### src/rtl/rinv_collector.sv
// Reader end of the R-inverse element stream: requests the 9 row-major Q4.12
// elements of a 3x3 matrix, keeps the upper triangle and offers it downstream.
module rinv_collector #(
  parameter int SIZE   = 16,
  parameter int N_ELEM = 9   // 3x3 row-major; the slot map below assumes this
) (
  input  logic                   clk,
  input  logic                   rst_n,
  input  logic                   start,
  input  logic                   Rinv_Mat_DnLoad,
  input  logic                   Rinv_Finish,
  input  logic        [SIZE-1:0] R_invElem,
  input  logic                   pause,
  output logic                   Rinv_Read,
  output logic signed [SIZE-1:0] Rinv_00,
  output logic signed [SIZE-1:0] Rinv_01,
  output logic signed [SIZE-1:0] Rinv_02,
  output logic signed [SIZE-1:0] Rinv_11,
  output logic signed [SIZE-1:0] Rinv_12,
  output logic signed [SIZE-1:0] Rinv_22,
  output logic                   mat_valid,
  input  logic                   mat_ready,
  output logic                   struct_err,
  output logic                   seq_err,
  output logic                   ovr_err
);

  localparam int CNT_W = $clog2(N_ELEM + 1);

  localparam logic [CNT_W-1:0] SLOT_00   = CNT_W'(0);
  localparam logic [CNT_W-1:0] SLOT_01   = CNT_W'(1);
  localparam logic [CNT_W-1:0] SLOT_02   = CNT_W'(2);
  localparam logic [CNT_W-1:0] SLOT_10   = CNT_W'(3);
  localparam logic [CNT_W-1:0] SLOT_11   = CNT_W'(4);
  localparam logic [CNT_W-1:0] SLOT_12   = CNT_W'(5);
  localparam logic [CNT_W-1:0] SLOT_20   = CNT_W'(6);
  localparam logic [CNT_W-1:0] SLOT_21   = CNT_W'(7);
  localparam logic [CNT_W-1:0] SLOT_22   = CNT_W'(8);
  localparam logic [CNT_W-1:0] NUM_ELEMS = CNT_W'(N_ELEM);

  typedef enum logic [1:0] {
    ST_IDLE = 2'd0,
    ST_READ = 2'd1,
    ST_HOLD = 2'd2
  } state_t;

  state_t           r_state;
  state_t           w_state_nxt;
  logic             r_dnload_q;
  logic             r_rd_q;
  logic [CNT_W-1:0] r_req_cnt;
  logic [CNT_W-1:0] r_cap_cnt;
  logic             r_struct_err;
  logic             r_seq_err;
  logic             r_ovr_err;

  logic signed [SIZE-1:0] r_e00;
  logic signed [SIZE-1:0] r_e01;
  logic signed [SIZE-1:0] r_e02;
  logic signed [SIZE-1:0] r_e11;
  logic signed [SIZE-1:0] r_e12;
  logic signed [SIZE-1:0] r_e22;

  logic w_rise;
  logic w_read;
  logic w_mat_valid;
  logic w_capture;
  logic w_last_cap;

  // Lower-triangle positions are checked for zero but never stored.
  function automatic logic is_lower_slot(input logic [CNT_W-1:0] slot);
    return (slot == SLOT_10) || (slot == SLOT_20) || (slot == SLOT_21);
  endfunction

  assign w_rise     = Rinv_Mat_DnLoad & ~r_dnload_q;
  assign w_capture  = (r_state == ST_READ) & r_rd_q;
  assign w_last_cap = w_capture & (r_cap_cnt == SLOT_22);

  always_comb begin
    w_state_nxt = r_state;
    w_read      = 1'b0;
    w_mat_valid = 1'b0;
    case (r_state)
      ST_IDLE: begin
        if (w_rise) w_state_nxt = ST_READ;
      end
      ST_READ: begin
        w_read = ~pause & (r_req_cnt < NUM_ELEMS);
        if (w_last_cap) w_state_nxt = ST_HOLD;
      end
      ST_HOLD: begin
        w_mat_valid = 1'b1;
        if (mat_ready) w_state_nxt = ST_IDLE;
      end
      default: w_state_nxt = ST_IDLE;
    endcase
    if (start) w_state_nxt = ST_IDLE;
  end

  always_ff @(posedge clk or negedge rst_n) begin
    if (!rst_n) r_state <= ST_IDLE;
    else        r_state <= w_state_nxt;
  end

  // Request/capture counters and sticky error flags.
  always_ff @(posedge clk or negedge rst_n) begin
    if (!rst_n) begin
      r_dnload_q   <= 1'b0;
      r_rd_q       <= 1'b0;
      r_req_cnt    <= '0;
      r_cap_cnt    <= '0;
      r_struct_err <= 1'b0;
      r_seq_err    <= 1'b0;
      r_ovr_err    <= 1'b0;
    end else begin
      r_dnload_q <= Rinv_Mat_DnLoad;
      if (start) begin
        r_rd_q       <= 1'b0;
        r_req_cnt    <= '0;
        r_cap_cnt    <= '0;
        r_struct_err <= 1'b0;
        r_seq_err    <= 1'b0;
        r_ovr_err    <= 1'b0;
      end else begin
        case (r_state)
          ST_IDLE: begin
            r_rd_q <= 1'b0;
            if (w_rise) begin
              r_req_cnt <= '0;
              r_cap_cnt <= '0;
            end
          end
          ST_READ: begin
            r_rd_q <= w_read;
            if (w_read) r_req_cnt <= r_req_cnt + 1'b1;
            if (r_rd_q) begin
              r_cap_cnt <= r_cap_cnt + 1'b1;
              if (is_lower_slot(r_cap_cnt) && (R_invElem != '0)) r_struct_err <= 1'b1;
              // Finish must rise exactly with the last element, not before.
              if ((r_cap_cnt != SLOT_22) && Rinv_Finish)  r_seq_err <= 1'b1;
              if ((r_cap_cnt == SLOT_22) && !Rinv_Finish) r_seq_err <= 1'b1;
            end
          end
          ST_HOLD: begin
            r_rd_q <= 1'b0;
            if (w_rise) r_ovr_err <= 1'b1;
          end
          default: r_rd_q <= 1'b0;
        endcase
      end
    end
  end

  // Element capture; start leaves the last delivered matrix on the outputs.
  always_ff @(posedge clk or negedge rst_n) begin
    if (!rst_n) begin
      r_e00 <= '0;
      r_e01 <= '0;
      r_e02 <= '0;
      r_e11 <= '0;
      r_e12 <= '0;
      r_e22 <= '0;
    end else if (!start && w_capture) begin
      case (r_cap_cnt)
        SLOT_00: r_e00 <= R_invElem;
        SLOT_01: r_e01 <= R_invElem;
        SLOT_02: r_e02 <= R_invElem;
        SLOT_11: r_e11 <= R_invElem;
        SLOT_12: r_e12 <= R_invElem;
        SLOT_22: r_e22 <= R_invElem;
        default: ;
      endcase
    end
  end

  assign Rinv_Read  = w_read;
  assign mat_valid  = w_mat_valid;
  assign Rinv_00    = r_e00;
  assign Rinv_01    = r_e01;
  assign Rinv_02    = r_e02;
  assign Rinv_11    = r_e11;
  assign Rinv_12    = r_e12;
  assign Rinv_22    = r_e22;
  assign struct_err = r_struct_err;
  assign seq_err    = r_seq_err;
  assign ovr_err    = r_ovr_err;

endmodule

### config.mk
export PLATFORM = sky130hd
export DESIGN_NAME = rinv_collector
export DESIGN_NICKNAME = d
export VERILOG_FILES = /design/src/rtl/rinv_collector.sv
export SDC_FILE = /design/constraint.sdc
export NUM_CORES = 1
export LEC_CHECK = 0
export ABC_AREA = 1
export BUFFER_PORTS_ARGS = -buffer_cell sky130_fd_sc_hd__buf_2
export CORE_ASPECT_RATIO = 0.7
export CORE_UTILIZATION = 25
export DETAILED_ROUTE_END_ITERATION = 12
export PLACE_DENSITY_LB_ADDON = 0.15
export SLEW_MARGIN = 20
export SYNTH_ARGS = -nofsm -noshare
export SYNTH_HDL_FRONTEND = slang
export SYNTH_SLANG_ARGS = --single-unit
export TNS_END_PERCENT = 100
### constraint.sdc
create_clock -name clk -period 3.2 [get_ports clk]
set_input_delay 0.48 -clock clk [delete_from_list [all_inputs] [get_ports clk]]
set_output_delay 0.48 -clock clk [all_outputs]
set_load 0.01 [all_outputs]
==> metrics <==
vertical extent of the die around 120 um; total CTS buffers 9; post-placement cell area between 5000 and 6000 um2; post-cts repair resize count 0; register bit count reported by yosys approximately 110; detail-routed via count per cell about 4.4; GR Util All Layers 15.2%; post-synthesis area per instance approximately 9.1 um2; FILL cells 1958; number of vias after detailed routing about 3900; synthesis-to-finish area growth 23.3%; VDD IR-drop max approximately 0.23 mV; ANT cells 0; Setup TNS Final 0 ns; pwr/cell area ~520 nW/um2; share of synthesized area spent on multiplexers 0%; proportion of synthesized chip area in sequential cells roughly three fifths; worst-case clock buffer depth 2; dpl ws about 1 ns; Initial Utilization 25.8%; remaining global-route overflow 0; port bufs between 100 and 150; final count of pins violating max slew 0; initial detailed-routing violation count between 200 and 300; signal arrival time at the worst endpoint 2.38 ns; filler-free cell count of the finished design 875; CTS hold repair buffers 0; vias in the first global route 3736; achievable clock frequency 0.459 GHz; share of the synthesized area in compound gates (AO/OA/AOI/OAI) ~11%; Synth Area in Adders 1.60%; relative contribution of the clock network to total power 36.2%; startpoint type of the worst setup path register; max-capacitance violation count 0; Cell Area, Synth approximately 4700 um2; Final Hold Vio Count 0; TritonCTS clock tree yes; die footprint slightly below 20000 um2; portion of total power attributed to combinational logic roughly an eighth; number of instances in the synthesized netlist 515; combinational family with the most area after synthesis simple AND/OR/NAND/NOR gates; number of ports placed on the die boundary approximately 120; synthesized net count approximately 540; Post-CTS Setup Repair Bufs 0; violations in the final reports design-rule violations; share of final-layout standard cells stronger than drive strength 1 around 25%; fin crit period 2.18 ns; xor/xnor share of the synthesized area less than 1%; depth of the CTS H-tree 3; post-layout worst setup margin roughly 1 ns; worst hold-check slack roughly 0.12 ns; width of the die roughly 170 um; wire per inst approximately 16 um; Finished Cell Area about 5800 um2; Leak approximately 3.3 nW; Cells after DPL between 800 and 900; setup repair after global routing missed its margin no; Post-Route Utilization about a third; row count 41; pin count of the biggest net entering global routing 54; post-route ant nets 0; largest fanout on the critical path 33; clock transition at the register clock pins on the worst setup and hold paths after CTS around 0.08 ns; worst hold-check path type input port to async pin; Clock Latency Late Sink roughly 0.35 ns; nets ~660; Setup-failing EPs final 0; share of power burned in registers between 50 and 60%; global placement routability congestion 0.780; detailed placement HPWL 10.3 mm; switching portion of total power between 20% and 30%; NetSw ~0.86 mW; WP data required roughly 3.4 ns; Synth warnings 0; Final Cycle Share approximately 70%; total wirelength of the detailed-routed design 14.0 mm; actual slew at the worst max-slew pin approximately 1 ns; post-route DRC violation count 18; library cells used by synthesis 22; cell-internal power 2.16 mW; worst slew margin relative to its limit around a third; clock root buffer clkbuf_16; Clock Skew approximately 0.013 ns; core area approximately 18000 um2; category of the critical setup timing path register to register; Sinks on Clock Net ~110; overall power after layout 3.02 mW; drt pass-1 iters 10; global-route wire length before repair roughly 22 mm; Setup crit end kind register; antenna violations before repair 0; run status finished, violations left; simple-gate share of the synthesized area between 20% and 30%
power groups by stage:
stage / sequential, mW / clock, mW / combinational, mW
finish: 1.55 / 1.09 / 0.376
global route: 1.57 / 1.19 / 0.434
CTS: 1.56 / 1.14 / 0.387
detailed placement: 1.58 / 0 / 0.386
global placement: 1.58 / 0 / 0.381
floorplan: 1.61 / 0 / 0.136
path summary, 6_finish.rpt:
path                            startpoint         end  slack [ns]  cells past startpoint
hold / removal                       rst_n  Rinv_00[2]        0.12                      1
hold reg to reg                 Rinv_11[6]  Rinv_11[6]        0.48                      2
setup reg to reg              r_cap_cnt[0]  Rinv_22[1]        1.02                      7
max in group asynchronous            rst_n  Rinv_00[0]        2.33                      2
setup / recovery              r_cap_cnt[0]  Rinv_22[1]        1.02                      7
min in group clk           Rinv_Mat_DnLoad  r_dnload_q        0.26                      1
worst max-delay path, stage by stage (launching register included):
cell     delay, ns
dfrtp_1       0.43
inv_1         0.15
ha_1          0.24
nand3_1       0.14
nor2_1        0.17
nand2_1       0.59
nand2_1       0.23
o21ai_1       0.09
cells in the mapped netlist:
master	count	area share, %
nand4_1	8	1.1
ha_1	6	1.6
nor2_4	1	0.24
inv_2	4	0.32
xor2_1	1	0.19
buf_2	8	0.86
a21oi_1	2	0.21
buf_6	8	1.9
nor2_2	2	0.27
nor2_1	19	1.5
nor2_8	4	1.7
o21ai_1	46	4.9
clkbuf_1	5	0.40
nand2_2	3	0.40
nand2_1	190	15
o22ai_1	1	0.13
dfrtp_1	111	59
nand3_1	9	0.96
inv_6	1	0.19
inv_1	30	2.4
nand2_4	1	0.24
o21ai_0	55	5.9
logic make-up (layout without fill, tap and decap cells):
kind of cell / Yosys count / in the layout
AOI/OAI and AO/OA: 104 / 104
and+or+nand+nor: 237 / 237
adders and majority gates: 6 / 6
DFF: 111 / 111
buffers and inverters: 56 / 180
xor gates and xnor gates: 1 / 1
per-layer routing:
metal	GRT usage (%)	vias to the layer above	share of wire, %
met4	3.21	0	0.66
li1	-	1889	-
met1	22.2	1852	51
met3	5.29	10	8.2
met5	0	-	0
met2	21.5	133	40
state kept, by name, indices dropped and copies added (netlist names), 2 cells and up:
register,cells
Rinv_00,16
Rinv_01,16
Rinv_02,16
Rinv_11,16
Rinv_12,16
Rinv_22,16
r_cap_cnt,4
r_req_cnt,4
r_state,2
layout by cell type (no fill, tap or decap):
cell,netlist,routed
o21ai_1,46,46
nor2_8,4,4
nor2_4,1,1
clkbuf_16,0,9
nand3_1,9,9
buf_2,8,122
inv_1,30,30
a21oi_1,2,2
xor2_1,1,1
buf_4,0,7
o22ai_1,1,1
nand4_1,8,8
ha_1,6,6
nand2_1,190,190
inv_2,4,4
inv_6,1,3
clkinv_4,0,1
nor2_2,2,2
nor2_1,19,19
nand2_4,1,1
inv_8,0,1
clkinvlp_4,0,1
clkinv_2,0,2
o21ai_0,55,55
dfrtp_1,111,111
nand2_2,3,3
cell type report:
class                           instances  area, um2  area share (%)
Clock buffer                            9        225            3.90
Clock inverter                          7       55.1           0.954
Inverter                               35        136            2.36
Multi-Input combinational cell        348       1620            28.1
Sequential cell                       111       2780            48.1
Tap cell                              236        295            5.12
Timing Repair Buffer                  129        663            11.5
(Power assumes the default switching activity.)
